**config.mk**
```make
export PLATFORM = sky130hd
export DESIGN_NAME = pipelined_rbs_flat
export DESIGN_NICKNAME = d
export VERILOG_FILES = /design/src/rtl/pipelined_rbs_pkg.sv /design/src/rtl/pipelined_rbs_if.sv /design/src/rtl/full_subtractor.sv /design/src/rtl/pipelined_rbs.sv /design/src/flat_wrapper.sv
export SDC_FILE = /design/constraint.sdc
export NUM_CORES = 1
export LEC_CHECK = 0
export ABC_AREA = 0
export CAP_MARGIN = 20
export CORE_MARGIN = 2
export CORE_UTILIZATION = 45
export DETAILED_ROUTE_END_ITERATION = 8
export PLACE_DENSITY = 0.68
export SYNTH_ARGS = -nofsm -noshare
export SYNTH_HDL_FRONTEND = slang
export SYNTH_HIERARCHICAL = 1
export SYNTH_SLANG_ARGS = --single-unit
```
**constraint.sdc**
```tcl
create_clock -name Clock -period 1.77 [get_ports Clock]
set_clock_uncertainty 0.15 [all_clocks]
set_input_delay 0.354 -clock Clock [delete_from_list [all_inputs] [get_ports Clock]]
set_output_delay 0.354 -clock Clock [all_outputs]
set_load 0.1 [all_outputs]
```
**src/rtl/pipelined_rbs_pkg.sv**
```systemverilog
// Shared constants and the per-stage register layout for the pipelined ripple-borrow subtractor.
package pipelined_rbs_pkg;

  localparam int WIDTH_DEFAULT = 4;
  localparam int WIDTH_MAX     = 32;

  // Data fields are sized for the widest build; a WIDTH-bit instance uses bits [WIDTH-1:0].
  typedef struct packed {
    logic                 valid;
    logic                 borrow;
    logic [WIDTH_MAX-1:0] diff;
    logic [WIDTH_MAX-1:0] a;
    logic [WIDTH_MAX-1:0] b;
  } stage_t;

endpackage

```
**src/rtl/pipelined_rbs_if.sv**
```systemverilog
// Operand/result handshake bundle for pipelined_rbs.
// Zero/Overflow exist only when PIPELINED_RBS_FLAGS_EN is defined.
interface pipelined_rbs_if
  import pipelined_rbs_pkg::*;
#(
  parameter int WIDTH = WIDTH_DEFAULT
);
  logic [WIDTH-1:0] A;
  logic [WIDTH-1:0] B;
  logic             Bin;
  logic             in_valid;
  logic             in_ready;
  logic [WIDTH-1:0] Diff;
  logic             Bout;
  logic             out_valid;
  logic             out_ready;
`ifdef PIPELINED_RBS_FLAGS_EN
  logic             Zero;
  logic             Overflow;
`endif

  modport master (
    output A, B, Bin, in_valid, out_ready,
    input  in_ready, Diff, Bout, out_valid
`ifdef PIPELINED_RBS_FLAGS_EN
    , input Zero, Overflow
`endif
  );

  modport slave (
    input  A, B, Bin, in_valid, out_ready,
    output in_ready, Diff, Bout, out_valid
`ifdef PIPELINED_RBS_FLAGS_EN
    , output Zero, Overflow
`endif
  );

endinterface

```
**src/rtl/full_subtractor.sv**
```systemverilog
// One-bit full subtractor: d = a - b - bin, bout set when a borrow is needed.
module full_subtractor (
  input  logic a,
  input  logic b,
  input  logic bin,
  output logic d,
  output logic bout
);

  assign d    = a ^ b ^ bin;
  assign bout = (~a & b) | (~a & bin) | (b & bin);

endmodule

```
**src/rtl/pipelined_rbs.sv**
```systemverilog
// Ripple-borrow subtractor pipelined one bit per stage with a global stall (advance) signal.
// Optional Zero/Overflow flags are enabled by defining PIPELINED_RBS_FLAGS_EN.
module pipelined_rbs
  import pipelined_rbs_pkg::*;
#(
  parameter int WIDTH = WIDTH_DEFAULT
) (
  input logic           Clock,
  input logic           Reset,
  pipelined_rbs_if.slave bus
);

  stage_t stage_reg  [WIDTH];
  stage_t stage_next [WIDTH];
  logic   advance;

  // The whole pipe moves in lockstep; only a parked, unconsumed result can stall it.
  assign advance      = !stage_reg[WIDTH-1].valid || bus.out_ready;
  assign bus.in_ready = advance;

`ifdef PIPELINED_RBS_FLAGS_EN
  logic [WIDTH-1:0] borrow_in;
`endif

  for (genvar gi = 0; gi < WIDTH; gi++) begin : g_stage
    stage_t src;
    stage_t nxt;
    logic   d_bit;
    logic   bout_bit;

    if (gi == 0) begin : g_head
      always_comb begin
        src              = '0;
        src.valid        = bus.in_valid;
        src.borrow       = bus.Bin;
        src.a[WIDTH-1:0] = bus.A;
        src.b[WIDTH-1:0] = bus.B;
      end
    end else begin : g_body
      assign src = stage_reg[gi-1];
    end

    full_subtractor u_fs (
      .a    (src.a[gi]),
      .b    (src.b[gi]),
      .bin  (src.borrow),
      .d    (d_bit),
      .bout (bout_bit)
    );

    // Operand bits are cleared once consumed so each register holds only pending bits.
    always_comb begin
      nxt          = src;
      nxt.diff[gi] = d_bit;
      nxt.borrow   = bout_bit;
      nxt.a[gi]    = 1'b0;
      nxt.b[gi]    = 1'b0;
    end

    assign stage_next[gi] = nxt;

`ifdef PIPELINED_RBS_FLAGS_EN
    assign borrow_in[gi] = src.borrow;
`endif
  end

  always_ff @(posedge Clock or negedge Reset) begin
    if (!Reset) begin
      for (int i = 0; i < WIDTH; i++) stage_reg[i] <= '0;
    end else if (advance) begin
      for (int i = 0; i < WIDTH; i++) stage_reg[i] <= stage_next[i];
    end
  end

  assign bus.Diff      = stage_reg[WIDTH-1].diff[WIDTH-1:0];
  assign bus.Bout      = stage_reg[WIDTH-1].borrow;
  assign bus.out_valid = stage_reg[WIDTH-1].valid;

`ifdef PIPELINED_RBS_FLAGS_EN
  logic zero_reg;
  logic overflow_reg;

  // Signed overflow: borrow into the sign bit differs from borrow out of it.
  always_ff @(posedge Clock or negedge Reset) begin
    if (!Reset) begin
      zero_reg     <= 1'b0;
      overflow_reg <= 1'b0;
    end else if (advance) begin
      zero_reg     <= (stage_next[WIDTH-1].diff[WIDTH-1:0] == '0);
      overflow_reg <= borrow_in[WIDTH-1] ^ stage_next[WIDTH-1].borrow;
    end
  end

  assign bus.Zero     = zero_reg;
  assign bus.Overflow = overflow_reg;
`endif

endmodule
```
**src/flat_wrapper.sv**
```systemverilog
// flat-port wrapper written by rule: the top's interface ports become plain ports
module pipelined_rbs_flat import pipelined_rbs_pkg::*;
#(
  parameter int WIDTH = WIDTH_DEFAULT
)
  (Clock, Reset, bus_A, bus_B, bus_Bin, bus_in_valid, bus_out_ready, bus_in_ready, bus_Diff, bus_Bout, bus_out_valid);
  pipelined_rbs_if #(.WIDTH(WIDTH)) bus_i ();
  input logic Clock;
  input logic Reset;
  input wire logic [$bits(bus_i.A)-1:0] bus_A;
  input wire logic [$bits(bus_i.B)-1:0] bus_B;
  input wire logic [$bits(bus_i.Bin)-1:0] bus_Bin;
  input wire logic [$bits(bus_i.in_valid)-1:0] bus_in_valid;
  input wire logic [$bits(bus_i.out_ready)-1:0] bus_out_ready;
  output wire logic [$bits(bus_i.in_ready)-1:0] bus_in_ready;
  output wire logic [$bits(bus_i.Diff)-1:0] bus_Diff;
  output wire logic [$bits(bus_i.Bout)-1:0] bus_Bout;
  output wire logic [$bits(bus_i.out_valid)-1:0] bus_out_valid;
  assign bus_i.A = bus_A;
  assign bus_i.B = bus_B;
  assign bus_i.Bin = bus_Bin;
  assign bus_i.in_valid = bus_in_valid;
  assign bus_i.out_ready = bus_out_ready;
  assign bus_in_ready = bus_i.in_ready;
  assign bus_Diff = bus_i.Diff;
  assign bus_Bout = bus_i.Bout;
  assign bus_out_valid = bus_i.out_valid;
  pipelined_rbs #(.WIDTH(WIDTH)) u_core (.Clock(Clock), .Reset(Reset), .bus(bus_i));
endmodule
```
# Word-level counts from Yosys, hierarchy flattened

Index checks and enable logic that the tools add are counted.

Bitwise logic cells: 32
Reduce and logical (&&, ||, !) cells: 2

Operators by type and width:

| kind              | number |
|---|---|
| AND 1 bit         | 12 |
| OR 1 bit          | 8 |
| XOR 1 bit         | 8 |
| NOT 1 bit         | 4 |
| logical NOT 1 bit | 1 |
| logical OR 1 bit  | 1 |

Bits in registers: 30
Output and inout port bits: 7
Word-level logic and storage cells: 52

# Longest topological paths before layout

Gate-level depths: netlist of run 1.

Depth after elaboration: 4
Gate-level depth with buffers: 4

# Hierarchy

The synthesis of run 1 kept the hierarchy.

By module, submodules not included:

| module          | times used | cells each | area an instance (um^2) |
|---|---|---|---|
| pipelined_rbs   | 1          | 64         | 1236.2 |
| full_subtractor | 4          | 3          | 27.5 |

# Worst setup path before layout of run 1

OpenSTA, ideal clock, no wires.

Path type: reg2reg
From: register u_core/bus.out_valid (netlist name)
To: register u_core/bus.Diff[1] (netlist name)
Arrival: 1.632 ns
Data required time: 1.494 ns
Path slack: -0.138 ns
Cell stages (with the launch flop): 4
Path buffers: 1
Clock period less this slack: 1.908 ns
Cells stage by stage: dfrtp_1 -> nand2b_4 -> buf_6 -> mux2_4

Cells in the longest elaborated chain, start to end: 2

Ends and longest elaborated chain:

| item              | line                | text |
|---|---|---|
| logical NOT 1 bit | pipelined_rbs.sv:18 | `assign advance = !stage_reg[WIDTH-1].valid \|\| bus.out_ready;` |
| logical OR 1 bit  | pipelined_rbs.sv:18 |  |
| net bus_in_ready  | flat_wrapper.sv:15  | `output wire logic [$bits(bus_i.in_ready)-1:0] bus_in_ready;` |

The timed path passes the listed nets, and every way through them passes these cells.
A chain may end at the register's enable or synchronous reset.

# Final worst setup path of run 1

From: input bus_out_ready
To: output bus_in_ready

Cells in the longest elaborated chain, start to end: 1

Ends and longest elaborated chain:

| item             | line                | text |
|---|---|---|
| start, declared  | flat_wrapper.sv:14  | `input wire logic [$bits(bus_i.out_ready)-1:0] bus_out_ready;` |
| logical OR 1 bit | pipelined_rbs.sv:18 |  |
| end, declared    | flat_wrapper.sv:15  |  |

Every way passes these cells.

==> summary.txt, run 1 <==
Power and ir drop
  – PD cells: 2000 nW/um^2
  – Worst vdd ir: 0.904 mV
  – Pleak: 0.851 nW

CTS
  – Clk sinks: 30
  – Post-CTS Hold Fix Bufs: 0
  – Cts bufs inserted: 5
  – CTS tree: built
  – Clock slew at reported path FFs: 90 ps
  – # resized after CTS: 0
  – Clock Latency Late Sink: 320 ps
  – H-tree levels: 2
  – Clk root buf: clkbuf_4
  – Clock Path Buffers: 2
  – Post-CTS setup buffer count: 0

Floorplanning
  – Top-Level Pins: 20
  – Die height: 58.7 um
  – Rows: 19
  – CORE AREA: 2810 um^2
  – DIE AREA: 3450 um^2
  – Starting Density: 0.480
  – Die width: 58.7 um

Worst hold path
  – Hold Path Class: in2async

Timing
  – Final setup viols: 0
  – Final Max Tran Viols: 0
  – Fin worst setup slack: 89.2 ps
  – Slew headroom: 0.759
  – Fin. Hold Viols: 0
  – RSZ-0062 raised after global routing: no
  – Crit share post-route: 0.950
  – Worst-Margin Slew: 362 ps
  – Hold Slack: 252 ps
  – Minimum clock period: 1680 ps
  – Fmax: 595 MHz

Global route
  – Vias in the first global route: 713
  – Global-route wire length before repair: 3.38 mm
  – Gr ovfl total: 0
  – Total GRT Usage: 0.140
  – Largest net degree at the start of global routing: 31
  – Initial antenna violation count: 0

Logic synthesis
  – Flops & latches, synth: 30
  – Top cell type's share of synthesized area: 0.558
  – Synth area leaders: dfrtp_1, mux2_4, fa_1
  – Synthesized cell area: 1350 um^2
  – Synth unique cells: 8
  – Number of synthesis warnings: 6
  – Synth Instances: 76
  – Area leader, netlist: dfrtp_1
  – Mean Syn Cell Area: 17.7 um^2
  – Net Count, Synth: 93
  – Register area share after synthesis: 0.558

Worst setup path
  – Worst EP arrival: 1180 ps
  – Critical path fanouts, max: 5
  – Critical Path Sink Type: primary output
  – Worst reg2reg path depth: 4
  – Crit start category: input pin
  – Critical setup path kind: in2out
  – Required time of the critical path: 1270 ps
  – R2R setup slack: 260 ps

Placement
  – Detailed placer's ending HPWL: 1.30 mm
  – RD Place Congestion: 0.696
  – Area after DPL: 1670 um^2
  – Pre-CTS setup slack: -171 ps
  – Port Buffers: 19

Detailed routing
  – WL per Instance: 13.9 um
  – DR pass1 iterations: 5
  – Final wirelength: 1.85 mm
  – Post-DR vias/cell: 4.86
  – Post-route DRC violation count: 1
  – Via Count: 646
  – Detailed Route Iter0 Violations: 6
  – Antenna Nets Post-Route: 0

Outcome
  – Status: finished with violations
  – Failing checks: design-rule violations

Cells and area
  – Multi-input gate area: 532 um^2
  – Area grow syn2layout: 27.7%
  – Fin area: 1720 um^2
  – Nets: 120
  – Layout cell share with drive strength beyond 1: 0.471
  – Seq. cell area: 752 um^2
  – FILL cells: 225
  – Antenna fix cells: 0

Job
  – Max_cap viols: 0
## where the power goes
part | total (W) | switching (W) | internal [W]
registers | 0.00121 | 0.000226 | 0.000989
logic | 0.00183 | 0.000881 | 0.000950
clock network | 0.000388 | 0.000209 | 0.000179
## cell usage in the layout, fill, tap and decap left out
| cell type | Yosys | routed |
|---|---|---|
| fa_1 | 4 | 4 |
| buf_12 | 0 | 9 |
| buf_4 | 0 | 2 |
| dfrtp_1 | 30 | 29 |
| mux2_2 | 1 | 1 |
| clkbuf_4 | 0 | 5 |
| inv_1 | 8 | 8 |
| dfrtp_2 | 0 | 1 |
| nand2b_1 | 1 | 1 |
| clkdlybuf4s50_1 | 0 | 12 |
| clkbuf_8 | 0 | 1 |
| nand2b_4 | 1 | 1 |
| mux2_4 | 28 | 28 |
## critical path: stages
cell             delay, ps
clkdlybuf4s50_1        450
nand2b_4               180
buf_12                 190
## sequential cells by signal (all words and copies together) (netlist names)
name	count
u_core/g_stage.nxt	15
u_core/bus.Bout	1
u_core/g_stage.src	9
u_core/bus.out_valid	1
u_core/bus.Diff	4
## path summary, 6_finish.rpt
check,start,end
worst max register to register,u_core/g_stage[1].src[33],u_core/g_stage[2].nxt[65]
max in group asynchronous,Reset,u_core/bus.out_valid
worst min register to register,u_core/g_stage[3].nxt[97],u_core/bus.out_valid
worst min-delay path,Reset,u_core/g_stage[2].src[2]
worst max-delay path,bus_out_ready,bus_in_ready
min in group Clock,u_core/g_stage[3].nxt[97],u_core/bus.out_valid
## synth_stat cells
cell,instances
nand2b_4,1
mux2_4,28
fa_1,4
mux2_2,1
nand2b_1,1
inv_1,8
buf_6,3
dfrtp_1,30
## final cells by class
cell class	instances	area share
clock buffer	6	0.0298
inverter	8	0.0175
multi-input combinational	35	0.309
sequential	30	0.437
tap	31	0.0226
timing repair buffer	23	0.183
## stage by stage
stage	setup TNS, ps	instances	power, W	utilization
2_1_floorplan	0	76	0.00251	-
3_3_place_gp	-178	127	0.00304	0.595
3_5_place_dp	-221	127	0.00308	0.595
4_1_cts	0	133	0.00348	0.613
5_1_grt	0	133	0.00364	0.613
6_report	0	133	0.00343	0.613
## cell families (layout without fill, tap and decap cells)
kind of cell,Yosys count,count (layout),synth area share
mux,29,29,0.321
flops,30,30,0.558
buf+inv,11,37,0.0474
simple gates,2,2,0.0149
fa+ha+maj,4,4,0.0595
## per-layer routing
layer	GRT usage	routed length, um
met1	0.179	864
met2	0.196	840
met3	0.0791	110
met4	0.0584	35
met5	0	0
Power figures use the tool's default switching activity.
==> run 2, diff against run 1 <==
--- a/config.mk
+++ b/config.mk
@@ -10,6 +10,7 @@
 export CORE_MARGIN = 2
 export CORE_UTILIZATION = 45
 export DETAILED_ROUTE_END_ITERATION = 8
+export HOLD_SLACK_MARGIN = 0.05
 export PLACE_DENSITY = 0.68
 export SYNTH_ARGS = -nofsm -noshare
 export SYNTH_HDL_FRONTEND = slang
==> constraint.sdc (replaced) <==
create_clock -name Clock -period 2.1 [get_ports Clock]
set_clock_uncertainty 0.15 [all_clocks]
set_input_delay 0.42 -clock Clock [delete_from_list [all_inputs] [get_ports Clock]]
set_output_delay 0.42 -clock Clock [all_outputs]
set_load 0.1 [all_outputs]
==> run 2 against run 1 <==
Against the previous run:
- hold slack better by 75 ps
- sequential cell count unchanged
- wire length up 7.1%
- count of clock-buffer cells in the layout up 1
- critical path type unchanged
- critical endpoint unchanged
- register-to-register slack better by 320 ps
- combinational power down 23%
- sequential share of layout area up 1.9 points
- largest power group unchanged
- critical path depth unchanged
- worst setup slack better by 190 ps
- highest routed layer unchanged
- core utilization down 2.6 points
- the flow still finishes with violations (design-rule violations)
- cell count up 2.3%
- die area unchanged
==> summary.txt, run 2 (synthesis results as in run 1) <==
Outcome
  – Status: finished with violations
  – Failing checks: design-rule violations

Placement
  – Port Buffers: 19 (unchanged)
  – RD Place Congestion: 0.649 (-6.8%)
  – Pre-CTS setup slack: 96.9 ps (+268 ps)
  – Area after DPL: 1590 um^2 (-4.9%)
  – Detailed placer's ending HPWL: 1.40 mm (+7.5%)

Worst setup path
  – Delay-heaviest family, CP: buffers and inverters
  – Critical setup path kind: in2out
  – Buf/Inv on CP: 2 (unchanged)
  – Worst reg2reg path depth: 4 (unchanged)
  – Worst EP arrival: 1250 ps (+70 ps)
  – RR Startpoint: u_core/g_stage[2].src[34]
  – Critical path fanouts, max: 8 (+3)
  – Crit start category: input pin
  – Slowest stage cell on the critical path: clkdlybuf4s50_1
  – Crit-path cells: clkdlybuf4s50_1 -> nand2b_4 -> buf_12
  – CP Depth: 3 (unchanged)
  – R2R setup slack: 580 ps (+320 ps)
  – Worst R2R End: u_core/g_stage[3].nxt[66]
  – Slowest stage delay, CP: 450 ps (about the same)
  – Required time of the critical path: 1530 ps (+260 ps)
  – Critical Path Sink Type: primary output

Global route
  – Global-route wire length before repair: 3.55 mm (+4.9%)
  – Largest net degree at the start of global routing: 31 (unchanged)
  – Gr ovfl total: 0 (unchanged)
  – Initial antenna violation count: 0 (unchanged)
  – Total GRT Usage: 0.149 (+0.00882)
  – Vias in the first global route: 719 (+0.84%)

Detailed routing
  – Met3 WL: 125 um (+14%)
  – Via Count: 671 (+3.9%)
  – DR pass1 iterations: 6 (+1)
  – WL per Instance: 14.6 um (+4.7%)
  – Final wirelength: 1.98 mm (+7.1%)
  – Post-DR vias/cell: 4.93 (+1.6%)
  – M1 wire length: 851 um (-1.5%)
  – Top Metal Used: met4
  – DR WL met2: 967 um (+15%)
  – Detailed Route Iter0 Violations: 26 (+20)
  – Antenna Nets Post-Route: 0 (unchanged)
  – Post-route DRC violation count: 1 (unchanged)

Cells and area
  – Layout cell share with drive strength beyond 1: 0.467 (-0.00392)
  – Area grow syn2layout: 22.3%
  – Most frequent cells in the layout: dfrtp_1, mux2_4, clkdlybuf4s50_1
  – Antenna fix cells: 0 (unchanged)
  – Seq. cell area: 751 um^2 (-0.17%)
  – Max reg flops: 15 (unchanged)
  – Nets: 121 (+0.83%)
  – Commonest non-fill, non-tap cell in the layout: dfrtp_1
  – Fin area: 1650 um^2 (-4.2%)
  – FILL cells: 227 (+0.89%)
  – Multi-input gate area: 532 um^2 (unchanged)

Timing
  – Fmax: 549 MHz
  – Fin. Hold Viols: 0 (unchanged)
  – Fin worst setup slack: 280 ps (+191 ps)
  – Setup TNS Final: 0 ps (unchanged)
  – Final setup viols: 0 (unchanged)
  – Worst-Margin Slew: 376 ps (+13.6 ps)
  – Crit share post-route: 0.867
  – Minimum clock period: 1820 ps
  – RSZ-0062 raised after global routing: no
  – Slew headroom: 0.750 (-0.00909)
  – Final Max Tran Viols: 0 (unchanged)

Power and ir drop
  – Worst vdd ir: 0.585 mV (-35%)
  – PD cells: 1670 nW/um^2 (-16%)
  – Pleak: 0.828 nW (-2.7%)

Floorplanning
  – Rows: 19 (unchanged)
  – Die height: 58.7 um (unchanged)
  – Die width: 58.7 um (unchanged)
  – CORE AREA: 2810 um^2 (unchanged)
  – DIE AREA: 3450 um^2 (unchanged)
  – Top-Level Pins: 20 (unchanged)
  – Starting Density: 0.480 (unchanged)

CTS
  – Cts bufs inserted: 5 (unchanged)
  – Clk root buf: clkbuf_4
  – Clock slew at reported path FFs: 90 ps (about the same)
  – CTS tree: built
  – Post-CTS setup buffer count: 0 (unchanged)
  – Clock Path Buffers: 2 (unchanged)
  – Clk sinks: 30 (unchanged)
  – Clock Latency Late Sink: 320 ps (about the same)
  – H-tree levels: 2 (unchanged)
  – Post-CTS Hold Fix Bufs: 0 (unchanged)
  – # resized after CTS: 0 (unchanged)

Worst hold path
  – Worst Hold Path EP: u_core/bus.out_valid
  – Hold Path Class: reg2reg
  – Hold depth: 1
  – HP Start: u_core/g_stage[3].nxt[97]

Job
  – Max_cap viols: 0 (unchanged)
run 2: changes by cell type in the layout (fill, tap and decap cells not counted):
cell      change
clkinv_2      +1
dfrtp_1       +1
buf_4         +8
dfrtp_2       -1
clkbuf_1      +1
buf_12        -7
run 2: power by group:
part           switching (W)  internal [W]  leakage [nW]  total, W
registers           0.000169      0.000831         0.349   0.00100
clock network       0.000186      0.000162        0.0353  0.000348
logic               0.000750      0.000655         0.444   0.00141
run 2: worst max path at each step:
stage / start / end / slack (ps)
5_1_grt: bus_out_ready / bus_in_ready / 260
4_1_cts: bus_out_ready / bus_in_ready / 270
3_3_place_gp: bus_A[0] / u_core/g_stage[1].nxt[64] / 100
3_5_place_dp: bus_A[0] / u_core/g_stage[1].nxt[64] / 100
6_report: bus_out_ready / bus_in_ready / 280
2_1_floorplan: u_core/bus.out_valid / u_core/bus.Diff[1] / 190
run 2: through the flow:
stage,hold slack [ps],total power (W),cells,util
final,327,0.00275,136,0.587
after global routing,331,0.00295,136,0.587
after CTS,335,0.00279,136,0.587
after detailed placement,310,0.00243,128,0.566
after global placement,301,0.00238,128,0.566
after floorplan,-25.6,0.00211,76,-
run 2: final cells by class:
class,count,area share
clock inverters,1,0.00304
clock buffers,7,0.0334
flip-flops and latches,30,0.456
inverters,8,0.0182
multi-input cells,35,0.323
well taps,31,0.0236
repair buffers,24,0.143
run 2: layer usage:
layer,vias to the layer above,global-route usage
li1,305,-
met1,344,0.177
met2,17,0.223
met3,5,0.0725
met4,0,0.0779
met5,-,0
run 2: worst register-to-register path: stages, from the launching register on:
cell and delay, ps:
dfrtp_1 370, inv_1 70, fa_1 530, inv_1 40, mux2_4 250
==> run 3, diff against run 2 <==
--- a/config.mk
+++ b/config.mk
@@ -10,6 +10,7 @@
 export CORE_MARGIN = 2
 export CORE_UTILIZATION = 45
 export DETAILED_ROUTE_END_ITERATION = 8
+export GPL_TIMING_DRIVEN = 0
 export HOLD_SLACK_MARGIN = 0.05
 export PLACE_DENSITY = 0.68
 export SYNTH_ARGS = -nofsm -noshare
==> constraint.sdc (replaced) <==
create_clock -name Clock -period 2.1 [get_ports Clock]
set_clock_uncertainty 0.15 [all_clocks]
set_input_delay 0.315 -clock Clock [delete_from_list [all_inputs] [get_ports Clock]]
set_output_delay 0.315 -clock Clock [all_outputs]
set_load 0.1 [all_outputs]
==> run 3 against run 2 <==
Against the previous run:
- power fell by 2.3%
- hold slack got worse by 120 ps
- global-route usage rose by 0.27 points
- clock power rose by 2%
- critical path depth fell by 2
- first-iteration DRC count fell by 27%
- the run still ends with design-rule violations left
- non-clock buffer count fell by 1
- combinational power fell by 4%
==> summary.txt, run 3 (synthesis results as in run 1) <==
Power and ir drop
  – Pleak: 0.827 nW (-0.23%)
  – Tot Pwr: 0.00269 W (-2.3%)
  – Worst vdd ir: 0.729 mV (+25%)
  – PD cells: 1630 nW/um^2 (-2.6%)

CTS
  – CTS tree: built
  – Clock Latency Late Sink: 330 ps (about the same)
  – Clk sinks: 30 (unchanged)
  – Clk root buf: clkbuf_4
  – Cts bufs inserted: 5 (unchanged)
  – H-tree levels: 2 (unchanged)
  – Clock Path Buffers: 2 (unchanged)
  – Clock slew at reported path FFs: 90 ps (about the same)

Timing
  – Final Max Tran Viols: 0 (unchanged)
  – Worst-Margin Slew: 956 ps (+580 ps)
  – Fin worst setup slack: 80.2 ps (-200 ps)
  – Minimum clock period: 2020 ps (+200 ps)
  – Crit share post-route: 0.962 (+0.0952)
  – Slew headroom: 0.365 (-0.384)
  – Fin. Hold Viols: 0 (unchanged)
  – Fmax: 495 MHz (-9.9%)
  – Hold Slack: 204 ps (-123 ps)
  – Final setup viols: 0 (unchanged)
  – RSZ-0062 raised after global routing: no

Worst setup path
  – Slowest stage cell on the critical path: clkdlybuf4s15_1
  – Required time of the critical path: 1630 ps (+100 ps)
  – CP Depth: 1 (-2)
  – Worst EP arrival: 1550 ps (+300 ps)
  – Crit start category: flop
  – Critical path fanouts, max: 2 (-6)
  – Worst reg2reg path depth: 4 (unchanged)
  – Critical setup path kind: reg2out
  – Buf/Inv on CP: 1 (-1)
  – Delay-heaviest family, CP: buffers and inverters
  – Slowest stage delay, CP: 840 ps (+390 ps)
  – Crit-path cells: clkdlybuf4s15_1
  – Critical Path Sink Type: primary output

Floorplanning
  – Starting Density: 0.480 (unchanged)
  – Die width: 58.7 um (unchanged)
  – CORE AREA: 2810 um^2 (unchanged)
  – Top-Level Pins: 20 (unchanged)
  – DIE AREA: 3450 um^2 (unchanged)
  – Die height: 58.7 um (unchanged)
  – Rows: 19 (unchanged)

Placement
  – Pre-CTS setup slack: -632 ps (-729 ps)
  – Detailed placer's ending HPWL: 1.43 mm (+2.6%)
  – RD Place Congestion: 0.687 (+5.8%)
  – Port Buffers: 19 (unchanged)

Job
  – Max_cap viols: 0 (unchanged)

Detailed routing
  – Post-route DRC violation count: 1 (unchanged)
  – DR pass1 iterations: 5 (-1)
  – Detailed Route Iter0 Violations: 19 (-27%)
  – Via Count: 657 (-2.1%)
  – Antenna Nets Post-Route: 0 (unchanged)
  – Final wirelength: 2.07 mm (+4.2%)
  – WL per Instance: 15.3 um (+5.0%)
  – Post-DR vias/cell: 4.87 (-1.4%)

Global route
  – Global-route wire length before repair: 3.57 mm (+0.59%)
  – Initial antenna violation count: 0 (unchanged)
  – Largest net degree at the start of global routing: 21 (-32%)
  – Vias in the first global route: 722 (+0.42%)
  – Total GRT Usage: 0.151 (+0.00274)
  – Gr ovfl total: 0 (unchanged)

Cells and area
  – Commonest non-fill, non-tap cell in the layout: dfrtp_1
  – Layout cell share with drive strength beyond 1: 0.404 (-0.0628)
  – Nets: 120 (-0.83%)
  – Max reg flops: 15 (unchanged)
  – Most frequent cells in the layout: dfrtp_1, mux2_4, clkdlybuf4s50_1
  – FILL cells: 238 (+4.8%)
  – Antenna fix cells: 0 (unchanged)
  – Area grow syn2layout: 22.7%

Outcome
  – Status: finished with violations
  – Failing checks: design-rule violations

Worst hold path
  – Hold Path Class: in2async
run 3: changes by cell type in the layout (fill, tap and decap cells not counted), sizes merged:
cell	delta
dlygate4sd2	+5
buf	-7
clkdlybuf4s15	+1
run 3: path summary, 6_finish.rpt:
check | slack, ps | startpoint | endpoint
min in group Clock | 330 | u_core/g_stage[3].nxt[97] | u_core/bus.out_valid
worst min-delay path | 200 | Reset | u_core/bus.Bout
worst min register to register | 330 | u_core/g_stage[3].nxt[97] | u_core/bus.out_valid
max in group asynchronous | 1090 | Reset | u_core/g_stage[1].nxt[97]
worst max register to register | 600 | u_core/g_stage[3].src[35] | u_core/bus.Diff[3]
worst max-delay path | 80 | u_core/bus.out_valid | bus_out_valid
run 3: area by class of cell:
cell class / instances / area, um^2 / share of cell area
timing repair buffer: 20 / 206 / 0.125
clock buffer: 7 / 55.1 / 0.0333
sequential: 30 / 751 / 0.455
buffer: 3 / 33.8 / 0.0205
clock inverter: 1 / 5.00 / 0.00303
inverter: 8 / 30.0 / 0.0182
tap: 31 / 38.8 / 0.0235
multi-input combinational: 35 / 532 / 0.322
run 3: repair_timing:
action,CTS,global route
gates cloned,0,0
setup buffers,0,0
resized for setup,11,1
endpoints found under the hold margin,0,0
hold buffers,0,0
setup endpoints to repair,7,1
run 3: per-layer routing:
layer / vias up / global-route usage / part of all wire
met5: - / 0 / 0
met4: 0 / 0.0779 / 0.023
met3: 6 / 0.0747 / 0.066
met2: 18 / 0.217 / 0.46
met1: 331 / 0.190 / 0.45
li1: 302 / - / -
run 3: power breakdown:
group	internal [W]	switching [W]	total, W
sequential	0.000831	0.000153	0.000983
combinational	0.000605	0.000748	0.00135
clock	0.000162	0.000192	0.000354
run 3: per-stage QoR:
stage                     area, um^2  TNS (ps)  utilization  std cells
final                           1650         0        0.589        135
after global routing            1650         0        0.589        135
after CTS                       1650         0        0.588        135
after detailed placement        1600      -632        0.571        127
after global placement          1580      -604        0.562        126
after floorplan                 1350         0            -         76
